$ cat config.mk
export PLATFORM = sky130hd
export DESIGN_NAME = mem_stage_ctrl
export DESIGN_NICKNAME = d
export VERILOG_FILES = /design/src/rtl/mem_stage_ctrl.sv
export SDC_FILE = /design/constraint.sdc
export NUM_CORES = 1
export LEC_CHECK = 0
export CAP_MARGIN = 30
export CORE_AREA = 2 2 159 161
export CTS_CLUSTER_SIZE = 28
export DETAILED_ROUTE_END_ITERATION = 8
export DIE_AREA = 0 0 161 163
export GPL_ROUTABILITY_DRIVEN = 0
export SLEW_MARGIN = 20
export SYNTH_ARGS = -nofsm -noshare
export SYNTH_HDL_FRONTEND = slang
export SYNTH_SLANG_ARGS = --single-unit
$ cat constraint.sdc
create_clock -name CLK -period 2.9 [get_ports CLK]
set_input_delay 0.58 -clock CLK [delete_from_list [all_inputs] [get_ports CLK]]
set_output_delay 0.58 -clock CLK [all_outputs]
set_load 0.005 [all_outputs]
$ cat src/rtl/mem_stage_ctrl.sv
// MEM-stage controller: issues data-memory requests from EX/MEM, stalls the front of
// the pipe until dhit, and produces the MEM/WB latch (result, bubble or halt marker).
//
// state  | meaning
// IDLE   | no outstanding data access
// ACCESS | request outstanding, waiting for dhit
// HALTED | halt retired; terminal until RST
module mem_stage_ctrl #(
   parameter int WORD_W = 32,
   parameter int SEL_W  = 5,
   parameter int CNT_W  = 32
) (
   input  logic              CLK,
   input  logic              RST,
   input  logic              exValid,
   input  logic [WORD_W-1:0] exinstr,
   input  logic [WORD_W-1:0] exOutput_Port,
   input  logic [WORD_W-1:0] exrdat2,
   input  logic [SEL_W-1:0]  exwsel,
   input  logic              exWEN,
   input  logic              exMemToReg,
   input  logic              exDRE,
   input  logic              exDWE,
   input  logic              exHALT,
   input  logic              exLUIflag,
   input  logic [WORD_W-1:0] exLUIdata,
   input  logic              dhit,
   input  logic [WORD_W-1:0] dmemload,
   output logic              dmemREN,
   output logic              dmemWEN,
   output logic [WORD_W-1:0] dmemaddr,
   output logic [WORD_W-1:0] dmemstore,
   output logic              memStall,
   output logic              wbMemToReg,
   output logic              wbWEN,
   output logic              wbLUIflag,
   output logic              wbHALT,
   output logic [SEL_W-1:0]  wbwsel,
   output logic [WORD_W-1:0] wbOutput_Port,
   output logic [WORD_W-1:0] wbdmemload,
   output logic [WORD_W-1:0] wbinstr,
   output logic [WORD_W-1:0] wbLUIdata,
   output logic [CNT_W-1:0]  stallCycles
);

   typedef enum logic [1:0] {IDLE, ACCESS, HALTED} stateT;

   stateT state;
   logic  running;
   logic  memOp;
   logic  isWrite;
   logic  isRead;
   logic  haltNow;
   logic  complete;

   // A store wins over a load when both enables are set.
   always_comb begin
      running  = (state != HALTED);
      memOp    = exValid & (exDRE | exDWE) & ~exHALT;
      isWrite  = memOp & exDWE;
      isRead   = memOp & exDRE & ~exDWE;
      haltNow  = running & exValid & exHALT;
      complete = running & ((exValid & ~memOp & ~exHALT) | (memOp & dhit));
   end

   assign dmemWEN   = ~RST & running & isWrite;
   assign dmemREN   = ~RST & running & isRead;
   assign dmemaddr  = exOutput_Port;
   assign dmemstore = exrdat2;
   assign memStall  = ~running | (memOp & ~dhit);

   always_ff @(posedge CLK) begin
      if (RST) begin
         state         <= IDLE;
         stallCycles   <= '0;
         wbMemToReg    <= 1'b0;
         wbWEN         <= 1'b0;
         wbLUIflag     <= 1'b0;
         wbHALT        <= 1'b0;
         wbwsel        <= '0;
         wbOutput_Port <= '0;
         wbdmemload    <= '0;
         wbinstr       <= '0;
         wbLUIdata     <= '0;
      end else begin
         if (memStall && !(&stallCycles))
            stallCycles <= stallCycles + CNT_W'(1);

         case (state)
            IDLE: begin
               if (haltNow)
                  state <= HALTED;
               else if (memOp && !dhit)
                  state <= ACCESS;
            end
            ACCESS: begin
               if (haltNow)
                  state <= HALTED;
               else if (dhit)
                  state <= IDLE;
            end
            default: state <= HALTED;
         endcase

         if (complete) begin
            wbMemToReg    <= exMemToReg;
            wbWEN         <= exWEN;
            wbLUIflag     <= exLUIflag;
            wbHALT        <= 1'b0;
            wbwsel        <= exwsel;
            wbOutput_Port <= exOutput_Port;
            wbdmemload    <= isRead ? dmemload : '0;
            wbinstr       <= exinstr;
            wbLUIdata     <= exLUIdata;
         end else begin
            // Bubble; a halt tags it with its instruction word, and wbHALT is sticky.
            wbMemToReg    <= 1'b0;
            wbWEN         <= 1'b0;
            wbLUIflag     <= 1'b0;
            wbHALT        <= haltNow | wbHALT;
            wbwsel        <= '0;
            wbOutput_Port <= '0;
            wbdmemload    <= '0;
            wbinstr       <= haltNow ? exinstr : '0;
            wbLUIdata     <= '0;
         end
      end
   end

endmodule

==> summary.txt, run 1 <==
Worst setup path
  • Setup crit start kind: input pin
  • Worst path arrival time: approximately 2.3 ns
  • Capturing element type of the critical path: output port
  • WP data required: between 2 and 2.5 ns
  • Critical path fanouts, max: 4
  • Setup CP Type: in2out

Timing
  • Fmax: approximately 0.35 GHz
  • Slew headroom: between 50% and 60%
  • Period utilisation layout: between 90% and 100%
  • Hold Vio Cnt, Final: 0
  • Clock skew: ~0.012 ns
  • RSZ-0062 raised after global routing: no
  • Worst slew pin tran: 0.646 ns
  • Crit path time final: about 2.8 ns
  • # setup viols final: 0
  • Max-slew violations: 0

Routing
  • DRT antenna net count: 0
  • Drt total wl: just over 20 mm
  • Drt initial violations: ~290
  • First-pass iteration count of the detailed router: 4
  • Post-DR vias/cell: 4.24
  • WL/cell: ~16 um
  • Routed via count: around 5200
  • Post-route DRC: 0

Power and ir drop
  • Leakage: 3.94 nW
  • P_sw: 0.00131 W
  • Final Total Pwr: 0.00536 W
  • Switching Share: about 24%
  • Part of the power in the clock network: 46.1%
  • Pwr dens: roughly 530 nW/um2
  • Comb pwr share: roughly 9.1%
  • Peak supply drop: slightly below 0.0003 V
  • Internal power: approximately 0.0041 W
  • Share of power burned in registers: 44.7%

Global route
  • Met1 Use GR: 17.3%
  • First-pass GRT wire length: between 20 and 30 mm
  • Global-route usage over all layers: between 10% and 20%
  • GRT overflow: 0
  • Largest net degree at the start of global routing: between 70 and 80
  • Met3 Track Usage GR: between 4 and 5%
  • Initial antenna violation count: 0
  • Routing usage on met2: about a quarter
  • Busiest grt layer: met2
  • Number of global-route vias before repair: roughly 4900

Clock network
  • Clk sink count: 171
  • TritonCTS Buffers: 17
  • Worst-Skew Late Latency: ~0.42 ns
  • Hold-fix buffers, CTS: 0
  • Clk root buf: clkbuf_16
  • CTS Buffer Depth: 2
  • CTS tree: yes
  • Clock transition at the registers of the reported paths: around 0.07 ns
  • H-tree levels: 4

Yosys
  • Net Count, Synth: approximately 770
  • Post-synthesis sequential area ratio: a little under three fifths
  • Commonest cells post-synth: dfxtp_1 (171), and3_1 (75), and2_1 (64), buf_4 (64)
  • Leading post-synthesis cells by cell area: dfxtp_1 (57%), buf_4 (8.1%), and3_1 (7.9%), and2_1 (6.7%), a21oi_1 (1.9%)
  • Post-Syn Instances: approximately 590
  • EDFF count, synth: 0
  • Main synth FF type: dfxtp_1
  • Syn. warnings: 0
  • Synth top area share: between 50% and 60%
  • Most common cell in the synthesized netlist: dfxtp_1
  • Cell Area, Synth: ~6000 um2
  • Asr flop ratio synth: 0%
  • Cell taking the most area after synthesis: dfxtp_1
  • Seq cells post-synth: 171
  • Netlist cell types: 38
  • Syn avg cell area: 10.1 um2

Worst hold path
  • HP Class: reg2reg

Place
  • DP HPWL: approximately 15 mm
  • Number of port buffers: between 300 and 400
  • DP Cell Count: between 1000 and 1500

Finish
  • Diode count: 0
  • Area growth, synth to finish: 69.5%
  • Number of fill cells: between 2000 and 2500
  • Finished Layout Cells: 1227
  • Share of cells above drive strength 1: 7.69%
  • Layout Nets: approximately 1100

Floorplanning
  • Chip height: roughly 160 um
  • Ports: between 400 and 500
  • Core area: between 20000 and 25000 um2
  • Std cell rows: 58
  • DIE WIDTH: 161 um
  • Die area: between 20000 and 30000 um2
  • Starting Density: ~24%

Flow run
  • Maxcap violations: 0

Run status
  • Status: completed
==> flip-flops by register name (all words and copies together), names as in the netlist <==
name	flops
wbwsel	5
wbOutput_Port	32
wbinstr	32
wbHALT	1
wbMemToReg	1
wbdmemload	32
wbLUIflag	1
wbLUIdata	32
wbWEN	1
stallCycles	32
state	2
==> power by group through the flow <==
| stage | clock, W | sequential, W | combinational [W] |
|---|---|---|---|
| 2_1_floorplan | 0 | 0.00246 | 0.000161 |
| 3_3_place_gp | 0 | 0.00245 | 0.000485 |
| 3_5_place_dp | 0 | 0.00246 | 0.000489 |
| 4_1_cts | 0.00255 | 0.00240 | 0.000495 |
| 5_1_grt | 0.00266 | 0.00240 | 0.000525 |
| 6_report | 0.00247 | 0.00240 | 0.000489 |
==> worst max-delay path: stages <==
cell	delay, ns
clkdlybuf4s50_1	0.42
nand2b_1	0.22
o31a_1	0.39
inv_2	0.12
clkdlybuf4s50_1	0.52
==> metal layers <==
metal / vias to the layer above / share of wire [%]
met3: 34 / 7.5
li1: 2546 / -
met2: 241 / 49
met4: 0 / 2.8
met5: - / 0
met1: 2382 / 40
==> metrics by stage <==
step	util [%]	TNS (ns)	area [um2]	setup WS (ns)	hold WS (ns)
6_report	41.0	0	10100	0.0605	0.494
5_1_grt	41.0	0	10100	0.0159	0.524
4_1_cts	41.0	0	10100	0.0193	0.492
3_5_place_dp	38.3	-0.734	9460	-0.0864	0.475
3_3_place_gp	38.3	-0.253	9450	-0.0480	0.465
2_1_floorplan	-	0	5970	0.505	0.445
==> placed cells by master, fill, tap and decap left out, types with 2 or more instances in the layout <==
cell type	netlist	final
o31ai_1	7	6
clkinv_8	0	4
nand4_1	14	14
clkdlybuf4s50_1	0	346
and3_1	75	75
mux2_2	5	5
buf_4	64	24
nor2b_1	7	6
a21oi_1	23	22
or3_1	15	15
inv_1	5	4
inv_6	0	2
clkbuf_16	0	17
o21ai_0	16	16
inv_8	0	4
or4_1	8	8
nor3_1	6	5
nand3_1	12	12
xnor2_1	3	3
nand2_1	12	12
dfxtp_1	171	171
bufinv_16	0	2
a211oi_1	2	2
and2_1	64	64
and4_1	5	5
xor2_1	2	2
nor2_1	25	24
nor4_1	3	3
nand2b_1	3	3
==> logic make-up after synthesis <==
kind of cell / synth area share, %
buffers and inverters: 10.4
multiplexers: 1.11
AO/OA/AOI/OAI: 5.07
XOR/XNOR: 0.734
adder cells (fa/ha/maj): 0.210
flip-flops: 57.4
AND/OR/NAND/NOR: 25.1
==> cell type report <==
cell class                      instances  area (um2)  share of cell area [%]
Multi-Input combinational cell        318        1950                    19.3
Tap cell                              330         413                    4.08
Inverter                                5        18.8                   0.186
Sequential cell                       171        3420                    33.8
Timing Repair Buffer                  371        3660                    36.2
Clock inverter                         15         220                    2.18
Clock buffer                           17         425                    4.21
==> what timing repair did <==
action / 4_1_cts / 5_1_grt
resized for setup: 1 / 0
endpoints found under the setup margin: 1 / 1
pin swaps: 1 / 1
cloned: 0 / 0
setup buffers: 1 / 0
==> path summary, 6_finish.rpt <==
path                            depth (start not counted)      startpoint  slack [ns]               to
worst max-delay path                                    5          exHALT        0.06         memStall
worst min-delay path                                    2        state[1]        0.49         state[1]
worst max register to register                          7  stallCycles[1]        0.32  stallCycles[16]
worst min register to register                          2        state[1]        0.49         state[1]
(Power assumes the default switching activity.)
==> run 2: changes to the inputs <==
- SKIP_CTS_REPAIR_TIMING: unset -> 1
==> summary.txt, run 2 (same netlist as run 1, synthesis figures left out) <==
Timing
  • Period utilisation layout: 99.3% (+1.4 points)
  • RSZ-0062 raised after global routing: yes
  • Worst slew pin tran: 0.647 ns (+0.00154 ns)
  • Crit path time final: 2.88 ns (+0.0406 ns)
  • Slew headroom: 56.9% (-0.10 points)
  • Max-slew violations: 0 (unchanged)
  • # setup viols final: 0 (unchanged)
  • Worst hold slack: 0.494 ns (-0.0000700 ns)
  • Hold Vio Cnt, Final: 0 (unchanged)
  • Setup tns final: 0 ns (unchanged)
  • Clock skew: 0.0123 ns (+0.0000618 ns)
  • Fmax: 0.347 GHz (-1.4%)

Floorplanning
  • DIE WIDTH: 161 um (unchanged)
  • Starting Density: 24.2% (unchanged)
  • Die area: 26200 um2 (unchanged)
  • Chip height: 163 um (unchanged)
  • Ports: 411 (unchanged)
  • Std cell rows: 58 (unchanged)
  • Core area: 24700 um2 (unchanged)

Worst hold path
  • HP Class: reg2reg
  • Min-delay src: state[1]
  • Hold depth: 2 (unchanged)

Global route
  • Busiest grt layer: met2
  • Global-route usage over all layers: 14.7% (-0.022 points)
  • Routing usage on met2: 25.0% (-0.078 points)
  • GRT overflow: 0 (unchanged)
  • Met1 Use GR: 17.3% (unchanged)
  • Met3 Track Usage GR: 4.35% (unchanged)
  • Initial antenna violation count: 0 (unchanged)
  • Largest net degree at the start of global routing: 74 (unchanged)
  • First-pass GRT wire length: 29.4 mm (-0.14%)
  • Number of global-route vias before repair: 4921 (-0.14%)

Routing
  • First-pass iteration count of the detailed router: 4 (unchanged)
  • DRT antenna net count: 0 (unchanged)
  • WL/cell: 16.4 um (-0.13%)
  • Post-DR vias/cell: 4.23 (-0.25%)
  • Routed via count: 5190 (-0.25%)
  • Drt initial violations: 291 (+1.7%)
  • Post-route DRC: 0 (unchanged)
  • Drt total wl: 20.1 mm (-0.13%)

Power and ir drop
  • Peak supply drop: 0.000297 V (about the same)
  • Comb pwr share: 9.1% (about the same)
  • Internal power: 0.00406 W (about the same)
  • Leakage: 3.94 nW (about the same)
  • Part of the power in the clock network: 46.1% (about the same)
  • Pwr dens: 530 nW/um2 (about the same)
  • P_sw: 0.00131 W (-0.15%)
  • Final Total Pwr: 0.00536 W (about the same)
  • Share of power burned in registers: 44.8% (about the same)
  • Switching Share: 24.3% (-0.026 points)

Finish
  • Share of cells above drive strength 1: 7.69% (unchanged)
  • Area growth, synth to finish: 69.5% (unchanged)
  • Most common cell after layout, fill and taps aside: clkdlybuf4s50_1
  • Final Core Density: 41.0% (unchanged)
  • Final instance area: 10100 um2 (unchanged)
  • Diode count: 0 (unchanged)
  • Most frequent cells in the layout: clkdlybuf4s50_1 (346), dfxtp_1 (171), and3_1 (75)
  • Layout Nets: 1060 (unchanged)

Worst setup path
  • Critical path fanouts, max: 4 (unchanged)
  • Worst path cell trace: clkdlybuf4s50_1 > nand2b_1 > o31a_1 > inv_2 > clkdlybuf4s50_1
  • Most common cell on crit path: clkdlybuf4s50_1
  • Worst Setup SP: exHALT
  • Capturing element type of the critical path: output port
  • R2R cell count: 7 (unchanged)
  • CP max stage cell: clkdlybuf4s50_1
  • Setup crit start kind: input pin
  • Setup CP Type: in2out
  • Slowest stage delay, CP: 0.52 ns (about the same)
  • Worst path arrival time: 2.30 ns (+0.04 ns)
  • Reg-to-reg critical path startpoint: stallCycles[1]
  • WP data required: 2.32 ns (about the same)

Clock network
  • H-tree levels: 4 (unchanged)
  • Clk root buf: clkbuf_16
  • CTS Buffer Depth: 2 (unchanged)
  • CTS tree: yes
  • Clock transition at the registers of the reported paths: 0.07 ns (about the same)
  • Worst-Skew Late Latency: 0.42 ns (about the same)
  • Clk sink count: 171 (unchanged)
  • TritonCTS Buffers: 17 (unchanged)

Flow run
  • Maxcap violations: 0 (unchanged)

Run status
  • Status: completed

Place
  • DP HPWL: 15.2 mm (unchanged)
  • Number of port buffers: 346 (unchanged)
  • Post-DP Area: 9460 um2 (unchanged)
## run 2: cell counts in the layout (fill, tap and decap cells not counted)
Identical to the previous run, type by type.
## run 2: layout make-up
cell class | instances | area (um2)
Fill cell | 2404 | 14600
Inverter | 5 | 18.8
Sequential cell | 171 | 3420
Tap cell | 330 | 413
Multi-Input combinational cell | 318 | 1950
Clock buffer | 17 | 425
Clock inverter | 15 | 220
Timing Repair Buffer | 371 | 3660
## run 2: worst max-delay path, delay by kind of cell
kind	cells	cell delay [ns]
compound gates	1	0.43
simple gates	1	0.23
buf+inv	3	1.06
## run 2: routing by layer
layer / up-vias / share of wire, %
met5: - / 0
met4: 0 / 2.8
met3: 34 / 7.1
met2: 236 / 49
met1: 2380 / 41
li1: 2540 / -
## run 2: power groups by stage
stage	Clock [W]	Combinational (W)	Sequential [W]
6_report	0.00247	0.000489	0.00240
2_1_floorplan	0	0.000161	0.00246
3_5_place_dp	0	0.000489	0.00246
5_1_grt	0.00266	0.000525	0.00240
4_1_cts	0.00255	0.000493	0.00240
3_3_place_gp	0	0.000485	0.00245
## run 2: path summary, 6_finish.rpt
| kind | slack [ns] | endpoint |
|---|---|---|
| min reg2reg | 0.49 | state[1] |
| min | 0.49 | state[1] |
| max reg2reg | 0.32 | stallCycles[16] |
| max | 0.02 | memStall |
## run 2: metrics by stage
stage,instances,worst slack [ns]
after floorplan,589,0.505
after global placement,1193,-0.0480
after detailed placement,1194,-0.0864
after CTS,1226,-0.0661
after global routing,1227,-0.0161
final,1227,0.0199
==> run 3: changes to the inputs <==
- CORE_AREA: 2 2 159 161 -> 8 8 152 154
- DIE_AREA: 0 0 161 163 -> 0 0 160 162
- PLACE_DENSITY: unset -> 0.68
- SETUP_SLACK_MARGIN: unset -> 0.4
==> summary.txt, run 3 (same netlist as run 1, synthesis figures left out) <==
Clock network
  • Clk root buf: clkbuf_16
  • Clock transition at the registers of the reported paths: 0.07 ns (about the same)
  • CTS tree: yes
  • CTS Buffer Depth: 2 (unchanged)
  • Worst-Skew Late Latency: 0.42 ns (about the same)
  • TritonCTS Buffers: 17 (unchanged)
  • H-tree levels: 4 (unchanged)
  • Clk sink count: 171 (unchanged)

Worst hold path
  • HP Class: reg2reg

Timing
  • Period utilisation layout: 82.9% (-16 points)
  • Final WS setup: 0.496 ns (+0.476 ns)
  • Worst slew pin tran: 0.617 ns (-0.0297 ns)
  • Setup tns final: 0 ns (unchanged)
  • RSZ-0062 raised after global routing: no
  • Fmax: 0.416 GHz (+20%)
  • Crit path time final: 2.40 ns (-0.476 ns)
  • Clock skew: 0.0149 ns (+0.00262 ns)
  • Worst hold slack: 0.497 ns (+0.00291 ns)
  • Slew headroom: 58.8% (+2.0 points)
  • Hold Vio Cnt, Final: 0 (unchanged)
  • # setup viols final: 0 (unchanged)
  • Max-slew violations: 0 (unchanged)

Finish
  • Most common cell after layout, fill and taps aside: clkdlybuf4s50_1
  • Most frequent cells in the layout: clkdlybuf4s50_1 (341), dfxtp_1 (169), and3_1 (75)
  • Layout Nets: 1060 (unchanged)
  • Diode count: 0 (unchanged)
  • Number of fill cells: 1944 (-19%)
  • Area growth, synth to finish: 69.4% (about the same)
  • Share of cells above drive strength 1: 8.81% (+1.1 points)

Routing
  • First-pass iteration count of the detailed router: 4 (unchanged)
  • Post-DR vias/cell: 4.46 (+5.5%)
  • Drt initial violations: 389 (+34%)
  • Routed via count: 5229 (+0.75%)
  • DRT antenna net count: 0 (unchanged)
  • Drt total wl: 22.1 mm (+9.9%)
  • Post-route DRC: 0 (unchanged)
  • WL/cell: 18.8 um (+15%)

Floorplanning
  • Chip height: 162 um (-0.61%)
  • Ports: 411 (unchanged)
  • Starting Density: 28.8% (+4.7 points)
  • DIE WIDTH: 160 um (-0.62%)
  • Die area: 25900 um2 (-1.2%)
  • Std cell rows: 53 (-8.6%)
  • Core area: 20700 um2 (-16%)

Worst setup path
  • Capturing element type of the critical path: flop
  • Critical path fanouts, max: 9 (+5)
  • Worst path arrival time: 2.71 ns (+0.41 ns)
  • Setup CP Type: reg2reg
  • Setup crit start kind: flop
  • WP data required: 3.21 ns (+0.89 ns)

Power and ir drop
  • Pwr dens: 519 nW/um2 (-2.0%)
  • Comb pwr share: 9.4% (+0.3 points)
  • Internal power: 0.00398 W (-2.0%)
  • Leakage: 4.01 nW (+1.8%)
  • Switching Share: 24.3% (-0.046 points)
  • Share of power burned in registers: 45.8% (+1.0 points)
  • Part of the power in the clock network: 44.8% (-1.3 points)
  • P_sw: 0.00128 W (-2.3%)
  • Peak supply drop: 0.000323 V (+8.8%)

Run status
  • Status: completed

Flow run
  • Maxcap violations: 0 (unchanged)

Place
  • DP HPWL: 17.3 mm (+14%)
  • DP Worst Slack: 0.00189 ns (+0.0883 ns)
  • Number of port buffers: 346 (unchanged)

Global route
  • First-pass GRT wire length: 32.1 mm (+9.1%)
  • Number of global-route vias before repair: 5162 (+4.9%)
  • GRT overflow: 0 (unchanged)
  • Initial antenna violation count: 0 (unchanged)
  • Largest net degree at the start of global routing: 73 (-1.4%)
  • Global-route usage over all layers: 16.2% (+1.5 points)
-- run 3: routing by layer --
| layer | wire [um] | global-route usage, % | vias up |
|---|---|---|---|
| li1 | - | - | 2547 |
| met1 | 8080 | 16.8 | 2386 |
| met2 | 11600 | 29.2 | 255 |
| met3 | 1870 | 5.82 | 41 |
| met4 | 523 | 6.58 | 0 |
| met5 | 0 | 0 | - |
-- run 3: stage by stage --
step | util, % | instances | cell area [um2] | total power (W)
2_1_floorplan | - | 589 | 5970 | 0.00262
3_5_place_dp | 45.5 | 1138 | 9410 | 0.00295
3_3_place_gp | 45.5 | 1138 | 9410 | 0.00295
6_report | 48.9 | 1172 | 10100 | 0.00525
4_1_cts | 48.5 | 1170 | 10000 | 0.00533
5_1_grt | 48.9 | 1172 | 10100 | 0.00548
-- run 3: worst paths after layout --
| path | start | endpoint | slack [ns] | cells past startpoint |
|---|---|---|---|---|
| worst min-delay path | state[1] | state[1] | 0.50 | 2 |
| worst min register to register | state[1] | state[1] | 0.50 | 2 |
| worst max register to register | stallCycles[1] | stallCycles[16] | 0.50 | 7 |
| worst max-delay path | stallCycles[1] | stallCycles[16] | 0.50 | 7 |
-- run 3: final cells by class --
cell class,count,area [um2],share of cell area (%)
Clock buffer,17,425,4.21
Clock inverter,15,195,1.93
Inverter,5,18.8,0.186
Multi-Input combinational cell,318,1990,19.7
Sequential cell,171,3430,33.9
Tap cell,275,344,3.40
Timing Repair Buffer,371,3700,36.6
-- run 3: power groups by stage --
stage / combinational (W) / sequential, W / clock [W]
final: 0.000495 / 0.00240 / 0.00235
after global routing: 0.000533 / 0.00241 / 0.00254
after CTS: 0.000498 / 0.00240 / 0.00243
after detailed placement: 0.000494 / 0.00246 / 0
after global placement: 0.000493 / 0.00246 / 0
after floorplan: 0.000161 / 0.00246 / 0
-- run 3: worst max-delay path, stage by stage, from the launching register on --
cell,delay (ns)
dfxtp_4,0.37
ha_2,0.18
nand3_1,0.14
or4_4,0.48
buf_4,0.17
or4_4,0.47
nor2_1,0.14
mux2_2,0.34
